==> config.mk <==
export PLATFORM = sky130hd
export DESIGN_NAME = reflet_int_ctrl
export DESIGN_NICKNAME = d
export VERILOG_FILES = /design/src/rtl/reflet_int_ctrl.sv
export SDC_FILE = /design/constraint.sdc
export NUM_CORES = 1
export LEC_CHECK = 0
export ABC_AREA = 1
export CORE_MARGIN = 2
export CORE_UTILIZATION = 25
export DETAILED_ROUTE_END_ITERATION = 7
export PLACE_DENSITY_LB_ADDON = 0.15
export SLEW_MARGIN = 10
export SYNTH_ARGS = -nofsm -noshare
export SYNTH_HDL_FRONTEND = slang
export SYNTH_SLANG_ARGS = --single-unit
==> constraint.sdc <==
create_clock -name clk -period 6.1 [get_ports clk]
set_input_delay 1.22 -clock clk [delete_from_list [all_inputs] [get_ports clk]]
set_output_delay 1.22 -clock clk [all_outputs]
set_load 0.01 [all_outputs]
==> src/rtl/reflet_int_ctrl.sv <==
// Prioritised, nestable interrupt controller: picks the highest-priority enabled
// request, saves {return address, level} on a LIFO context stack on entry, restores on return.
module reflet_int_ctrl #(
   parameter int wordsize = 16,
   parameter int nb_int   = 8,
   parameter int depth    = 8
) (
   input  logic                         clk,
   input  logic                         reset,
   input  logic                         enable,
   input  logic [nb_int-1:0]            ext_int,
   input  logic [nb_int-1:0]            int_mask,
   input  logic [nb_int-1:0]            edge_mode,
   input  logic                         setint_we,
   input  logic [$clog2(nb_int)-1:0]    setint_idx,
   input  logic [wordsize-1:0]          setint_addr,
   input  logic [wordsize-1:0]          program_counter,
   input  logic                         cpu_update,
   input  logic                         retint,
   output logic                         interrupt,
   output logic [wordsize-1:0]          out_routine,
   output logic [wordsize-1:0]          ret_addr,
   output logic [$clog2(nb_int+1)-1:0]  level,
   output logic                         stack_err
);
   localparam int idx_w = $clog2(nb_int);
   localparam int lvl_w = $clog2(nb_int + 1);
   localparam int cnt_w = $clog2(depth + 1);
   localparam int sp_w  = (depth > 1) ? $clog2(depth) : 1;

   logic [nb_int-1:0]   ext_prev_reg, pend_reg, pend_next;
   logic [nb_int-1:0]   pending, rise, clear;
   logic [wordsize-1:0] routine_reg [nb_int];
   logic [wordsize-1:0] stk_addr_reg [depth];
   logic [lvl_w-1:0]    stk_lvl_reg [depth];
   logic [cnt_w-1:0]    count_reg;
   logic [lvl_w-1:0]    level_reg, target;
   logic                stack_err_reg;
   logic                full, empty, want_int, do_ret;
   logic [sp_w-1:0]     push_idx, top_idx;

   // Edge channels use the latched bit, level channels follow the input directly.
   assign rise    = ext_int & ~ext_prev_reg;
   assign pending = (edge_mode & pend_reg) | (~edge_mode & ext_int);

   always_comb begin
      target = lvl_w'(nb_int);
      for (int i = nb_int - 1; i >= 0; i--) begin
         if (pending[i] && int_mask[i]) target = lvl_w'(i);
      end
   end

   assign full      = (count_reg == cnt_w'(depth));
   assign empty     = (count_reg == '0);
   assign want_int  = enable && cpu_update && (target < level_reg);
   assign interrupt = want_int && !full;
   assign do_ret    = enable && cpu_update && retint && !interrupt;

   assign push_idx = count_reg[sp_w-1:0];
   assign top_idx  = push_idx - sp_w'(1);

   always_comb begin
      clear = '0;
      if (interrupt) clear[target[idx_w-1:0]] = 1'b1;
      // A fresh rising edge wins over the clear of the channel being serviced.
      pend_next = ((pend_reg & ~clear) | rise) & edge_mode;
   end

   assign out_routine = (target == lvl_w'(nb_int)) ? '0 : routine_reg[target[idx_w-1:0]];
   assign ret_addr    = empty ? '0 : stk_addr_reg[top_idx];
   assign level       = level_reg;
   assign stack_err   = stack_err_reg;

   always_ff @(posedge clk) begin
      if (!reset) begin
         ext_prev_reg  <= '0;
         pend_reg      <= '0;
         level_reg     <= lvl_w'(nb_int);
         count_reg     <= '0;
         stack_err_reg <= 1'b0;
      end else if (enable) begin
         ext_prev_reg <= ext_int;
         pend_reg     <= pend_next;
         if (interrupt) begin
            level_reg <= target;
            count_reg <= count_reg + cnt_w'(1);
         end else if (do_ret && !empty) begin
            level_reg <= stk_lvl_reg[top_idx];
            count_reg <= count_reg - cnt_w'(1);
         end
         if ((want_int && full) || (do_ret && empty)) stack_err_reg <= 1'b1;
      end
   end

   // Stack contents need no reset: the count alone defines what is valid.
   always_ff @(posedge clk) begin
      if (reset && interrupt) begin
         stk_addr_reg[push_idx] <= program_counter;
         stk_lvl_reg[push_idx]  <= level_reg;
      end
   end

   genvar gi;
   generate
      for (gi = 0; gi < nb_int; gi++) begin : g_routine
         always_ff @(posedge clk) begin
            if (!reset)
               routine_reg[gi] <= '0;
            else if (enable && setint_we && (setint_idx == idx_w'(gi)))
               routine_reg[gi] <= setint_addr;
         end
      end
   endgenerate
endmodule

==> run metrics <==
final worst path period share=90.3%; YS warnings=0; final setup TNS=0 ps; Clock power frac=37.4%; cell mode on critical path=nand2_1; GRT met2 Usage=23.5%; Die Y=234 microns; relative slew slack=29.0%; Max Slew Vio Count=0; largest net degree at the start of global routing=86; DRC viols=0; M1 GR Usage=18.2%; Worst-Margin Slew=1060 ps; commonest cells after routing, fill and taps aside=288 x edfxtp_1, 279 x nor2_1, 128 x nand2_1; Mapped Area=0.0132 sq mm; Seq cells post-synth=313; CP required=4880 ps; WHS Endpoint=ext_prev_reg[1]; DR vias/cell=4.52; CTS Root Cell=clkbuf_16; TritonCTS clock tree=yes; overall die width=234 microns; initial antenna violation count=0; met3 GRT Util=2.48%; vias in the first global route=9,181; share of layout cells above drive strength 1=7.89%; final WL=37,800 microns; reg2reg start=pend_reg[7]; most common cell after layout, fill and taps aside=edfxtp_1; detailed placer's ending HPWL=22,000 microns; Worst EP arrival=4290 ps; via count=9,117; Yosys cell types=37; status=complete, no violations; die area=0.0548 sq mm; Sw Ratio=29.0%; cell count after synthesis=1,195; initial DRC count=560; Max Fclk=0.182 GHz; DR pass1 iterations=5; TritonCTS Buffers=39; IO Pins=103; wire length per cell=18.7 microns; # port buffers=102; grt ovf=0; sequential area share after synthesis=69.2%; Peak VDD IR=0.170 mV; first-pass GRT wire length=57,300 microns; pwr/cell area=372 mW/mm^2; Max Cap Viol=0; worst hold path class=reg2reg; CORE AREA=0.0524 sq mm; Setup-failing EPs final=0; CTS sink count=313; Comb power frac=21.6%; CP Max Fanout=19; slowest stage delay, CP=600 ps; min-delay src=ext_prev_reg[1]; critical path endpoint category=output port; Worst R2R Setup Slack=2350 ps; syn_nets=1,267; Hold Path Depth=2; Max clock buf depth=3; CP Launch Type=input port; GR Util All Layers=13.9%; final core utilization=31.2%; worst setup path category=in2out; clk_lat worst skew=550 ps; leakage power=0.00579 uW; initial core utilization=25.2%; GRT busiest layer=met2; Flop pwr share=41.0%; H-tree depth=2; ANT cells=0; sw power=1760 uW; Resized cells post-CTS=0; Post-CTS Hold Fix Bufs=0; Int Pwr=4330 uW; clock slew at reported path FFs=50 ps; worst-path cell chain=clkdlybuf4s50_1 -> o21a_1 -> o21ai_1 -> nand2_1 -> nor2_1 -> inv_2 -> nand2_1 -> inv_2 -> nand2_2 -> buf_12 -> nor2_1 -> nor3_1 -> nand2_1 -> o31ai_1 -> clkdlybuf4s50_1; syn avg cell area=11.1 sq um; gp weighted congestion=0.753; fin crit period=5510 ps; Setup Skew=19.3 ps; Hold Vio Cnt, Final=0; cells on worst reg2reg path=17; NumNets Final=1,374; Post-DRT Antenna Nets=0; row count=84; area grow syn2layout=23.8%; RSZ-0062 raised after global routing=no; reg2reg end=stk_addr_reg[4][11]; Crit-path slowest cell=clkdlybuf4s50_1; number of buffers added for setup after CTS=0
[area by class of cell]
cell class,instances,area [sq um]
Multi-Input combinational cell,749,3570
Fill cell,5361,36100
Sequential cell,313,9150
Clock inverter,20,186
Inverter,69,259
Tap cell,688,861
Timing Repair Buffer,130,1290
Clock buffer,50,1060
[per-layer routing]
layer	up-vias	wire length [microns]
li1	4462	-
met1	4441	17200
met2	165	18400
met3	49	1570
met4	0	655
met5	-	0
[power by group through the flow]
| stage | sequential [uW] | combinational (uW) | clock (uW) |
|---|---|---|---|
| after floorplan | 2530 | 726 | 0 |
| after CTS | 2500 | 1350 | 2350 |
| after detailed placement | 2540 | 1350 | 0 |
| after global routing | 2510 | 1470 | 2430 |
| final | 2500 | 1320 | 2280 |
| after global placement | 2540 | 1350 | 0 |
[cell usage after synthesis]
master,number,area share (%)
a41oi_1,1,0.066
nand3_4,1,0.13
o211ai_1,1,0.057
nand2_2,4,0.19
o221ai_1,1,0.066
buf_2,5,0.19
a32o_1,3,0.23
nor2_4,1,0.085
dfxtp_1,25,3.8
a211oi_1,1,0.057
nand4_1,10,0.47
nor2_2,4,0.19
o22ai_1,72,3.4
buf_6,1,0.085
o21ai_1,10,0.38
xnor2_1,2,0.13
buf_1,2,0.057
nor2_1,285,8.1
nand2_1,128,3.6
o31ai_1,15,0.85
a31oi_1,18,0.85
or2_2,1,0.047
buf_4,7,0.40
o21a_1,5,0.28
nand3_1,15,0.57
edfxtp_1,288,65
clkinv_1,1,0.028
inv_1,62,1.8
nand2_4,1,0.085
ha_1,6,0.57
fa_1,1,0.15
clkbuf_1,49,1.4
a21oi_1,31,1.2
inv_2,6,0.17
o21ai_0,114,4.3
o21bai_1,1,0.057
nor3_1,17,0.64
[through the flow]
step	hold slack, ps	setup WS [ps]	power, uW	std cells	instance area [sq um]
2_1_floorplan	434	1030	3250	1195	13200
3_3_place_gp	446	616	3890	1949	15100
3_5_place_dp	449	578	3890	1949	15100
4_1_cts	458	562	6200	2019	16400
5_1_grt	474	341	6410	2019	16400
6_report	455	591	6090	2019	16400
[worst max-delay path, delay by kind of cell]
family / cells / cell delay (ps)
and+or+nand+nor: 7 / 1160
AOI/OAI and AO/OA: 3 / 400
buffers and inverters: 5 / 1490
[worst max path at each step]
stage                     cells after the start         start            endpoint
after floorplan                              13    ext_int[0]  stk_addr_reg[5][0]
after global placement                       15  edge_mode[4]     out_routine[13]
after detailed placement                     15  edge_mode[4]      out_routine[5]
after CTS                                    15  edge_mode[4]     out_routine[13]
after global routing                         15  edge_mode[4]     out_routine[13]
final                                        15  edge_mode[4]      out_routine[5]
[cell families (layout without fill, tap and decap cells)]
family,after synthesis,in the layout,synth area share [%]
AOI/OAI and AO/OA,273,273,11.8
xor gates and xnor gates,2,2,0.132
adders and majority gates,7,7,0.719
buffers and inverters,133,269,4.08
DFF,313,313,69.2
and+or+nand+nor,467,467,14.1
(Power assumes the default switching activity.)
